## src/rtl/cdma_decoder_array_pkg.sv

```systemverilog
// Shared constants, code table and types for the multi-lane CDMA despreader.
package cdma_decoder_array_pkg;

    localparam int DATA_WIDTH      = 8;
    localparam int CDMA_CODE_WIDTH = 4;
    localparam int LOG_CODE_WIDTH  = 2;
    localparam int NUM_CODES       = 4;

    // Walsh-style spreading codes, chip 0 in the LSB; entry 0 sits in the low bits.
    localparam logic [NUM_CODES-1:0][CDMA_CODE_WIDTH-1:0] CDMA_CODES = {
        4'b0110,
        4'b1100,
        4'b1010,
        4'b0000
    };

    // One decoded lane result; a lane-result array is lane_data_t [N-1:0], lane 0 in the LSBs.
    typedef logic signed [DATA_WIDTH-1:0] lane_data_t;

    // Accumulator width that can hold CODE_LEN full-scale samples without overflow.
    function automatic int acc_width(input int ch_w, input int log_len);
        return ch_w + log_len;
    endfunction

endpackage

```

## src/rtl/cdma_decoder_array_if.sv

```systemverilog
// Chip input, decoded-result handshake and overrun status of the despreader.
interface cdma_decoder_array_if
    import cdma_decoder_array_pkg::*;
#(
    parameter int NUM_LANES = 4,
    parameter int CH_W      = DATA_WIDTH + LOG_CODE_WIDTH
);
    logic                        chip_valid;
    logic                        sym_start;
    logic signed [CH_W-1:0]      channel;
    logic                        out_valid;
    logic                        out_ready;
    lane_data_t [NUM_LANES-1:0]  decoded;
    logic                        overrun;
    logic                        overrun_clr;

    // Channel adder / consumer side.
    modport master (
        output chip_valid, sym_start, channel, out_ready, overrun_clr,
        input  out_valid, decoded, overrun
    );

    // Decoder side.
    modport slave (
        input  chip_valid, sym_start, channel, out_ready, overrun_clr,
        output out_valid, decoded, overrun
    );
endinterface

```

## src/rtl/cdma_decode_lane.sv

```systemverilog
// One despreading lane: a fixed code, its sign select and a running accumulator.
module cdma_decode_lane
    import cdma_decoder_array_pkg::*;
#(
    parameter int                  CH_W         = DATA_WIDTH + LOG_CODE_WIDTH,
    parameter int                  LOG_CODE_LEN = LOG_CODE_WIDTH,
    parameter int                  CODE_LEN     = CDMA_CODE_WIDTH,
    parameter logic [CODE_LEN-1:0] CODE         = '0
) (
    input  logic                     clk,
    input  logic                     chip_valid,
    input  logic                     first,
    input  logic [LOG_CODE_LEN-1:0]  idx,
    input  logic signed [CH_W-1:0]   channel,
    output lane_data_t               result
);
    localparam int ACC_W = acc_width(CH_W, LOG_CODE_LEN);

    logic signed [ACC_W-1:0] acc;
    logic signed [ACC_W-1:0] ch_ext;
    logic signed [ACC_W-1:0] term;
    logic signed [ACC_W-1:0] acc_next;

    assign ch_ext = {{LOG_CODE_LEN{channel[CH_W-1]}}, channel};

    // Sign-select the sample by the current code chip and fold it into the running sum.
    always_comb begin
        // NOTE: every output gets a default first so no path can leave it unassigned and infer a latch.
        term     = ch_ext;
        acc_next = acc;
        if (CODE[idx]) term = -ch_ext;
        acc_next = first ? term : acc + term;
    end

    // Accumulate on valid chips only; chip 0 reloads, so no reset is needed here.
    always_ff @(posedge clk) begin
        // NOTE: the accumulator is deliberately not reset -- chip 0 always overwrites it, so its reset value is irrelevant.
        if (chip_valid) acc <= acc_next;
    end

    // Symbol value including the chip being accepted this cycle, scaled back by the code length.
    assign result = DATA_WIDTH'(acc_next >>> LOG_CODE_LEN);

endmodule

```

## src/rtl/cdma_decoder_array.sv

```systemverilog
// Multi-lane CDMA despreader: shared chip counter, per-lane accumulators, output register with overrun.
module cdma_decoder_array
    import cdma_decoder_array_pkg::*;
#(
    parameter int NUM_LANES    = 4,
    parameter int CODE_BASE    = 0,
    parameter int CODE_LEN     = CDMA_CODE_WIDTH,
    parameter int LOG_CODE_LEN = LOG_CODE_WIDTH,
    parameter int CH_W         = DATA_WIDTH + LOG_CODE_WIDTH
) (
    input  logic                  clk,
    input  logic                  rst,
    cdma_decoder_array_if.slave   bus
);
    localparam logic [LOG_CODE_LEN-1:0] LAST_IDX = LOG_CODE_LEN'(CODE_LEN - 1);

    logic [LOG_CODE_LEN-1:0]    idx;
    logic [LOG_CODE_LEN-1:0]    idx_eff;
    logic                       first_chip;
    logic                       sym_done;
    logic                       out_valid;
    logic                       overrun;
    lane_data_t [NUM_LANES-1:0] decoded;
    lane_data_t [NUM_LANES-1:0] lane_res;

    // A resync chip is chip 0 regardless of where the counter stands.
    assign idx_eff    = (bus.chip_valid && bus.sym_start) ? '0 : idx;
    assign first_chip = (idx_eff == '0);
    assign sym_done   = bus.chip_valid && (idx_eff == LAST_IDX);

    for (genvar i = 0; i < NUM_LANES; i++) begin : g_lane
        cdma_decode_lane #(
            .CH_W         (CH_W),
            .LOG_CODE_LEN (LOG_CODE_LEN),
            .CODE_LEN     (CODE_LEN),
            .CODE         (CDMA_CODES[CODE_BASE + i])
        ) u_lane (
            .clk        (clk),
            .chip_valid (bus.chip_valid),
            .first      (first_chip),
            .idx        (idx_eff),
            .channel    (bus.channel),
            .result     (lane_res[i])
        );
    end

    // Chip counter, result register, valid/ready handshake and sticky overrun.
    always_ff @(posedge clk) begin
        // NOTE: sequential state uses non-blocking assignments so every register samples pre-edge values.
        if (rst) begin
            idx       <= '0;
            out_valid <= 1'b0;
            overrun   <= 1'b0;
            decoded   <= '0;
        end else begin
            if (bus.chip_valid) idx <= idx_eff + 1'b1;

            if (sym_done) begin
                decoded   <= lane_res;
                out_valid <= 1'b1;
            end else if (out_valid && bus.out_ready) begin
                out_valid <= 1'b0;
            end

            if (sym_done && out_valid && !bus.out_ready) overrun <= 1'b1;
            else if (bus.overrun_clr)                    overrun <= 1'b0;
        end
    end

    assign bus.out_valid = out_valid;
    assign bus.overrun   = overrun;
    assign bus.decoded   = decoded;

endmodule

```

## src/flat_wrapper.sv

```systemverilog
// flat-port wrapper written by rule: the top's interface ports become plain ports
module cdma_decoder_array_flat import cdma_decoder_array_pkg::*;
#(
    parameter int NUM_LANES    = 4,
    parameter int CODE_BASE    = 0,
    parameter int CODE_LEN     = CDMA_CODE_WIDTH,
    parameter int LOG_CODE_LEN = LOG_CODE_WIDTH,
    parameter int CH_W         = DATA_WIDTH + LOG_CODE_WIDTH
)
  (clk, rst, bus_chip_valid, bus_sym_start, bus_channel, bus_out_ready, bus_overrun_clr, bus_out_valid, bus_decoded, bus_overrun);
  cdma_decoder_array_if #(.NUM_LANES(NUM_LANES), .CH_W(CH_W)) bus_i ();
  input  logic clk;
  input  logic rst;
  input wire logic [$bits(bus_i.chip_valid)-1:0] bus_chip_valid;
  input wire logic [$bits(bus_i.sym_start)-1:0] bus_sym_start;
  input wire logic [$bits(bus_i.channel)-1:0] bus_channel;
  input wire logic [$bits(bus_i.out_ready)-1:0] bus_out_ready;
  input wire logic [$bits(bus_i.overrun_clr)-1:0] bus_overrun_clr;
  output wire logic [$bits(bus_i.out_valid)-1:0] bus_out_valid;
  output wire logic [$bits(bus_i.decoded)-1:0] bus_decoded;
  output wire logic [$bits(bus_i.overrun)-1:0] bus_overrun;
  assign bus_i.chip_valid = bus_chip_valid;
  assign bus_i.sym_start = bus_sym_start;
  assign bus_i.channel = bus_channel;
  assign bus_i.out_ready = bus_out_ready;
  assign bus_i.overrun_clr = bus_overrun_clr;
  assign bus_out_valid = bus_i.out_valid;
  assign bus_decoded = bus_i.decoded;
  assign bus_overrun = bus_i.overrun;
  cdma_decoder_array #(.NUM_LANES(NUM_LANES), .CODE_BASE(CODE_BASE), .CODE_LEN(CODE_LEN), .LOG_CODE_LEN(LOG_CODE_LEN), .CH_W(CH_W)) u_core (.clk(clk), .rst(rst), .bus(bus_i));
endmodule
```

## config.mk

```make
export PLATFORM = sky130hd
export DESIGN_NAME = cdma_decoder_array_flat
export DESIGN_NICKNAME = d
export VERILOG_FILES = /design/src/rtl/cdma_decoder_array_pkg.sv /design/src/rtl/cdma_decoder_array_if.sv /design/src/rtl/cdma_decode_lane.sv /design/src/rtl/cdma_decoder_array.sv /design/src/flat_wrapper.sv
export SDC_FILE = /design/constraint.sdc
export NUM_CORES = 1
export LEC_CHECK = 0
export BUFFER_PORTS_ARGS = -buffer_cell sky130_fd_sc_hd__buf_2
export CAP_MARGIN = 0
export CORE_MARGIN = 2
export CORE_UTILIZATION = 55
export DETAILED_ROUTE_END_ITERATION = 7
export PLACE_DENSITY = 0.87
export RECOVER_POWER = 25
export SETUP_SLACK_MARGIN = 0.3
export SLEW_MARGIN = 20
export SYNTH_ARGS = -nofsm -noshare
export SYNTH_HDL_FRONTEND = slang
export SYNTH_HIERARCHICAL = 1
export SYNTH_SLANG_ARGS = --single-unit
```

## constraint.sdc

```tcl
create_clock -name clk -period 4.7 [get_ports clk]
set_clock_uncertainty 0.1 [all_clocks]
set_input_delay 0.235 -clock clk [delete_from_list [all_inputs] [get_ports clk]]
set_output_delay 0.235 -clock clk [all_outputs]
set_load 0.05 [all_outputs]
```

---- Yosys cells after proc, flatten, opt, wreduce, memory -nomap -nowiden ----
Index checks and enable logic that the tools add are counted.
cells by class
  magnitude comparators ................... 1
  muxes and demuxes ....................... 21
  reductions and logical operators ........ 9
  add/subtract/negate cells ............... 6
  equality and inequality tests ........... 1
operators with widths
  operator                                                     number
  two-way mux 12 bit                                           8
  adder 12 bit                                                 4
  negator 10 -> 12 bit                                         1
  binary-select mux 1 bit (select 2 bit)                       4
  two-way mux 1 bit                                            8
  logical AND 1 bit                                            5
  nonzero test 2 bit                                           2
  less-than comparator 2 x 3 -> 1 bit (second input constant)  1
  adder 2 x 1 -> 2 bit (second input constant)                 1
  == test 2 bit (second input constant)                        1
  zero test 2 bit                                              1
  two-way mux 2 bit                                            1
  zero test 1 bit                                              1
storage, ports and cells
  logic and storage cells ................. 49
  output and inout bits ................... 34
  input bits .............................. 16
  flip-flop bits (word level) ............. 84

---- Longest topological paths before layout ----
  depth after elaboration ................. 7
  gate-level depth with buffers ........... 18
  mapped depth without buffers ............ 15

---- Cells and area by module ----
The synthesis kept the hierarchy.
modules (own cells, without submodules)
  module                                      cells each  area each (um^2)  instances  sequential area each (um^2)
  cdma_decoder_array                          169         1632.8            1          720.7
  cdma_decode_lane (u_core.g_lane[3].u_lane)  117         1046.0            1          300.3
  cdma_decode_lane (u_core.g_lane[2].u_lane)  114         1036.0            1          300.3
  cdma_decode_lane (u_core.g_lane[1].u_lane)  115         1026.0            1          300.3
  cdma_decode_lane (u_core.g_lane[0].u_lane)  94          922.1             1          300.3

---- Worst setup path before layout ----
No wires, ideal clock.
  path kind ............................... input -> register
  start point ............................. input bus_chip_valid
  end point ............................... register u_core.decoded, in the netlist u_core/bus.decoded[30]
  data arrival time ....................... 3.293 ns
  data required time ...................... 4.478 ns
  setup time .............................. 0.122 ns
  path buffers ............................ 3
  setup slack ............................. 1.185 ns
  cell stages on the path ................. 16
  path through ............................ buf_6 > buf_4 > nand2_1 > and2_1 > xnor2_2 > mux2_2 > fa_1 > a211o_1 > a2111oi_0 > nor3_1 > a21oi_1 > xor2_1 > o21ai_1 > buf_4 > nand3_1 > a21oi_2
on the way
  cells in the longest elaborated chain, start to end .. 7
  elaborated cells between the ends (all ways) .. 10
  classes of those cells .................. add/sub: 1; eq/ne: 1; mux: 5; reduce/logical: 3
ends and longest elaborated chain
  element                                  RTL line                  text
  start, declared                          flat_wrapper.sv:14        input wire logic [$bits(bus_i.chip_valid)-1:0] bus_chip_valid;
  logical AND 1 bit *                      cdma_decoder_array.sv:27  assign idx_eff = (bus.chip_valid && bus.sym_start) ? '0 : idx;
  two-way mux 2 bit *                      cdma_decoder_array.sv:27
  net u_core.idx_eff[1]                    cdma_decoder_array.sv:18  logic [LOG_CODE_LEN-1:0] idx_eff;
  binary-select mux 1 bit (select 2 bit)   cdma_decode_lane.sv:31    if (CODE[idx]) term = -ch_ext;
  two-way mux 1 bit (not written as such)  cdma_decode_lane.sv:31
  two-way mux 12 bit                       cdma_decode_lane.sv:31
  adder 12 bit                             cdma_decode_lane.sv:32    acc_next = first ? term : acc + term;
  two-way mux 12 bit *                     cdma_decode_lane.sv:32
  net u_core.g_lane[3].u_lane.acc_next[8]  cdma_decode_lane.sv:22    logic signed [ACC_W-1:0] acc_next;
  end signal, assigned                     cdma_decoder_array.sv:59  decoded <= lane_res;
  end, declared                            cdma_decoder_array.sv:23  lane_data_t [NUM_LANES-1:0] decoded;
The timed path passes the listed nets; every way through them passes the cells marked *. The select of a mux whose other input is x is not followed.
A chain may end at the register's enable or synchronous reset.

==> run summary <==
Vias/cell = 6.14
antenna-violating nets left = 0
die area = 0.0111 sq mm
WP data arrival = 3.95 ns
syn_nets = 670
htree depth = 3
Num CTS Buffers = 9
CP max stage delay = 0.50 ns
top_reg_cell synth = edfxtp_1
Post-synth EDFFs = 40
Final Instance Area = 0.00584 sq mm
Yosys reg bits = 76
placed cells = 739
vias in the first global route = 4558
fin cells = 755
Clock Sink Count = 76
VDD IR max = 0.269 mV
Post-CTS Setup Inserts = 0
Syn Inst Count = 609
CTS tree = done
number of iterations in the first detailed-routing pass = 5
Post-synth ARST share = 0%
worst setup margin = 0.952 ns
remaining global-route overflow = 0
final-report setup violation count = 0
Worst Path Buf+Inv = 0
Die W = 105 um
Synth cell types = 59
Power Density = 338 mW/mm^2
commonest cells after routing, fill and taps aside = a21oi_1, nor2_1, nand2_1
maximum clock frequency = 267 MHz
largest net degree at the start of global routing = 67
row count = 37
CP max stage cell = and2_1
period utilization = 79.7%
fillers = 860
Port-buffer cells = 49
CP Max Fanout = 12
post_cts resized = 0
Max Cap Viol = 1
WP depth = 12
RSZ-0062 raised after global routing = no
critical path capture point type = flop
DRC = 0
Worst R2R Path Depth = 12
Post-Syn Area = 0.00566 sq mm
Core Box Area = 0.0101 sq mm
Critical Path, Cell by Cell = and2_1 > xnor2_2 > mux2_2 > fa_1 > a211o_1 > a2111oi_0 > nor3_1 > a21oi_1 > xor2_1 > o21ai_1 > nand3_1 > a21oi_2
Clock Latency Late Sink = 0.37 ns
Hold Slack = 0.0381 ns
I/O pin cnt = 50
final hold violation count = 0
dpl ws = 0.912 ns
Leak = 0.00224 uW
Seq/Total Area, Yosys = 33.9%
kind of cell adding the most delay to the critical path = compound AO/OA/AOI/OAI gates
Max Root-Sink Buffers = 2
fin. max-slew vios = 49
WP data required = 4.90 ns
Slew @ Worst Pin = 2.09 ns
synthesized area per cell = 9.30 sq um
HPWL after DPL = 9.13 mm
Total Routing Usage GR = 24.5%
diode count = 0
DP Area = 0.00571 sq mm
class of the worst hold path = in -> reg
Rel. slew slack = -39.3%
Detailed Route WL = 13.0 mm
failing checks = max-capacitance violations, max-slew violations
fraction of layout cells with a size suffix above 1 = 10.7%
layout overhead on the synthesized area = 3.18%
most common cell after layout, fill and taps aside = a21oi_1
Die Ht = 105 um
Starting Density = 55.9%
Yosys warning count = 6
final RePlAce weighted congestion = 0.945
clock root cell = clkbuf_8
hold depth = 3
Final nets = 675
initial antenna violation count = 0
crit path launch type = flop
Clock transition at path regs = 0.08 ns
Vias = 4632
first-pass GRT wire length = 21.7 mm
status = finished, violations left
number of DRC markers in iteration 0 = 369
crit path kind = reg -> reg
cts hold-fix bufs = 0
total negative slack = 0 ns
DR WL/cell = 17.2 um
minimum clock period = 3.75 ns
-- area by class of cell --
type / count / area, sq um / share of cell area (%)
flip-flops and latches: 76 / 1920 / 32.9
clock inverters: 3 / 13.8 / 0.236
multi-input cells: 459 / 3300 / 56.4
repair buffers: 52 / 230 / 3.94
inverters: 16 / 60.1 / 1.03
well taps: 136 / 170 / 2.91
clock buffers: 13 / 149 / 2.55
-- where the power goes --
| part | leakage [uW] | internal [uW] | switching, uW |
|---|---|---|---|
| clock network | 0.0000848 | 204 | 244 |
| logic | 0.00147 | 282 | 447 |
| registers | 0.000682 | 774 | 23.4 |
| total | 0.00224 | 1260 | 714 |
-- cell families after synthesis --
logic type | count (synthesis) | synth area share (%)
compound gates | 197 | 24.4
simple gates | 160 | 14.0
flops | 76 | 33.9
buf+inv | 74 | 8.04
xor+xnor | 50 | 7.87
fa+ha+maj | 45 | 10.5
mux | 7 | 1.35
-- cell usage after synthesis (3+ instances only) --
library cell	n	share of area, %
xnor2_1	25	3.9
nor2_1	43	2.9
dfxtp_1	36	13
nand3_1	35	3.1
ha_1	41	9.1
nand2_1	41	2.7
a211oi_1	10	1.3
edfxtp_1	40	21
or3_1	5	0.55
buf_2	10	0.88
o21a_1	6	0.80
a21bo_1	32	5.7
xor2_1	24	3.7
clkinv_1	3	0.20
nor3_1	9	0.80
a211o_1	4	0.62
mux2_2	5	0.99
a21oi_2	6	0.93
o31ai_1	5	0.66
inv_1	13	0.86
or3_4	3	0.60
buf_4	36	4.8
buf_6	4	0.80
clkbuf_1	8	0.53
fa_1	4	1.4
a21oi_1	68	6.0
nand2b_1	8	0.88
o21bai_1	5	0.66
o21ai_1	7	0.62
o21ai_0	27	2.4
a21o_1	9	1.2
-- flip-flops by register name, summed over array words and instances, names as in the netlist --
signal                    count
u_core/bus.decoded           32
u_core/bus.out_valid          1
u_core/idx                    2
u_core/g_lane.u_lane/acc     40
u_core/bus.overrun            1
-- path summary, 6_finish.rpt --
path | start | to | slack, ns
max | u_core/idx[1]$_SDFFE_PP0P_ | u_core/bus.decoded[30]$_SDFFE_PP0P_ | 0.95
min reg2reg | u_core/bus.out_valid$_SDFFE_PP0P_ | u_core/bus.out_valid$_SDFFE_PP0P_ | 0.39
max reg2reg | u_core/idx[1]$_SDFFE_PP0P_ | u_core/bus.decoded[30]$_SDFFE_PP0P_ | 0.95
min | bus_out_ready | u_core/bus.out_valid$_SDFFE_PP0P_ | 0.04
-- layer usage --
| layer | GRT usage [%] | routed length [um] | share of wire [%] | vias up |
|---|---|---|---|---|
| li1 | - | - | - | 2181 |
| met1 | 30.9 | 5490 | 42 | 2188 |
| met2 | 38.8 | 6150 | 47 | 221 |
| met3 | 4.82 | 856 | 6.6 | 42 |
| met4 | 14.8 | 476 | 3.7 | 0 |
| met5 | 0 | 0 | 0 | - |
-- stage by stage --
stage          power (uW)  utilization, %
4_1_cts              1960            57.9
3_3_place_gp         1480            56.3
6_report             1970            57.6
5_1_grt              2100            57.6
3_5_place_dp         1520            56.3
2_1_floorplan        1450               -
-- worst register-to-register path: stages, from the launching register on --
cell,delay [ns]
dfxtp_1,0.36
and2_1,0.50
xnor2_2,0.28
mux2_2,0.43
fa_1,0.46
a211o_1,0.31
a2111oi_0,0.41
nor3_1,0.11
a21oi_1,0.19
xor2_1,0.09
o21ai_1,0.15
nand3_1,0.13
a21oi_2,0.16
Power figures use the tool's default switching activity.
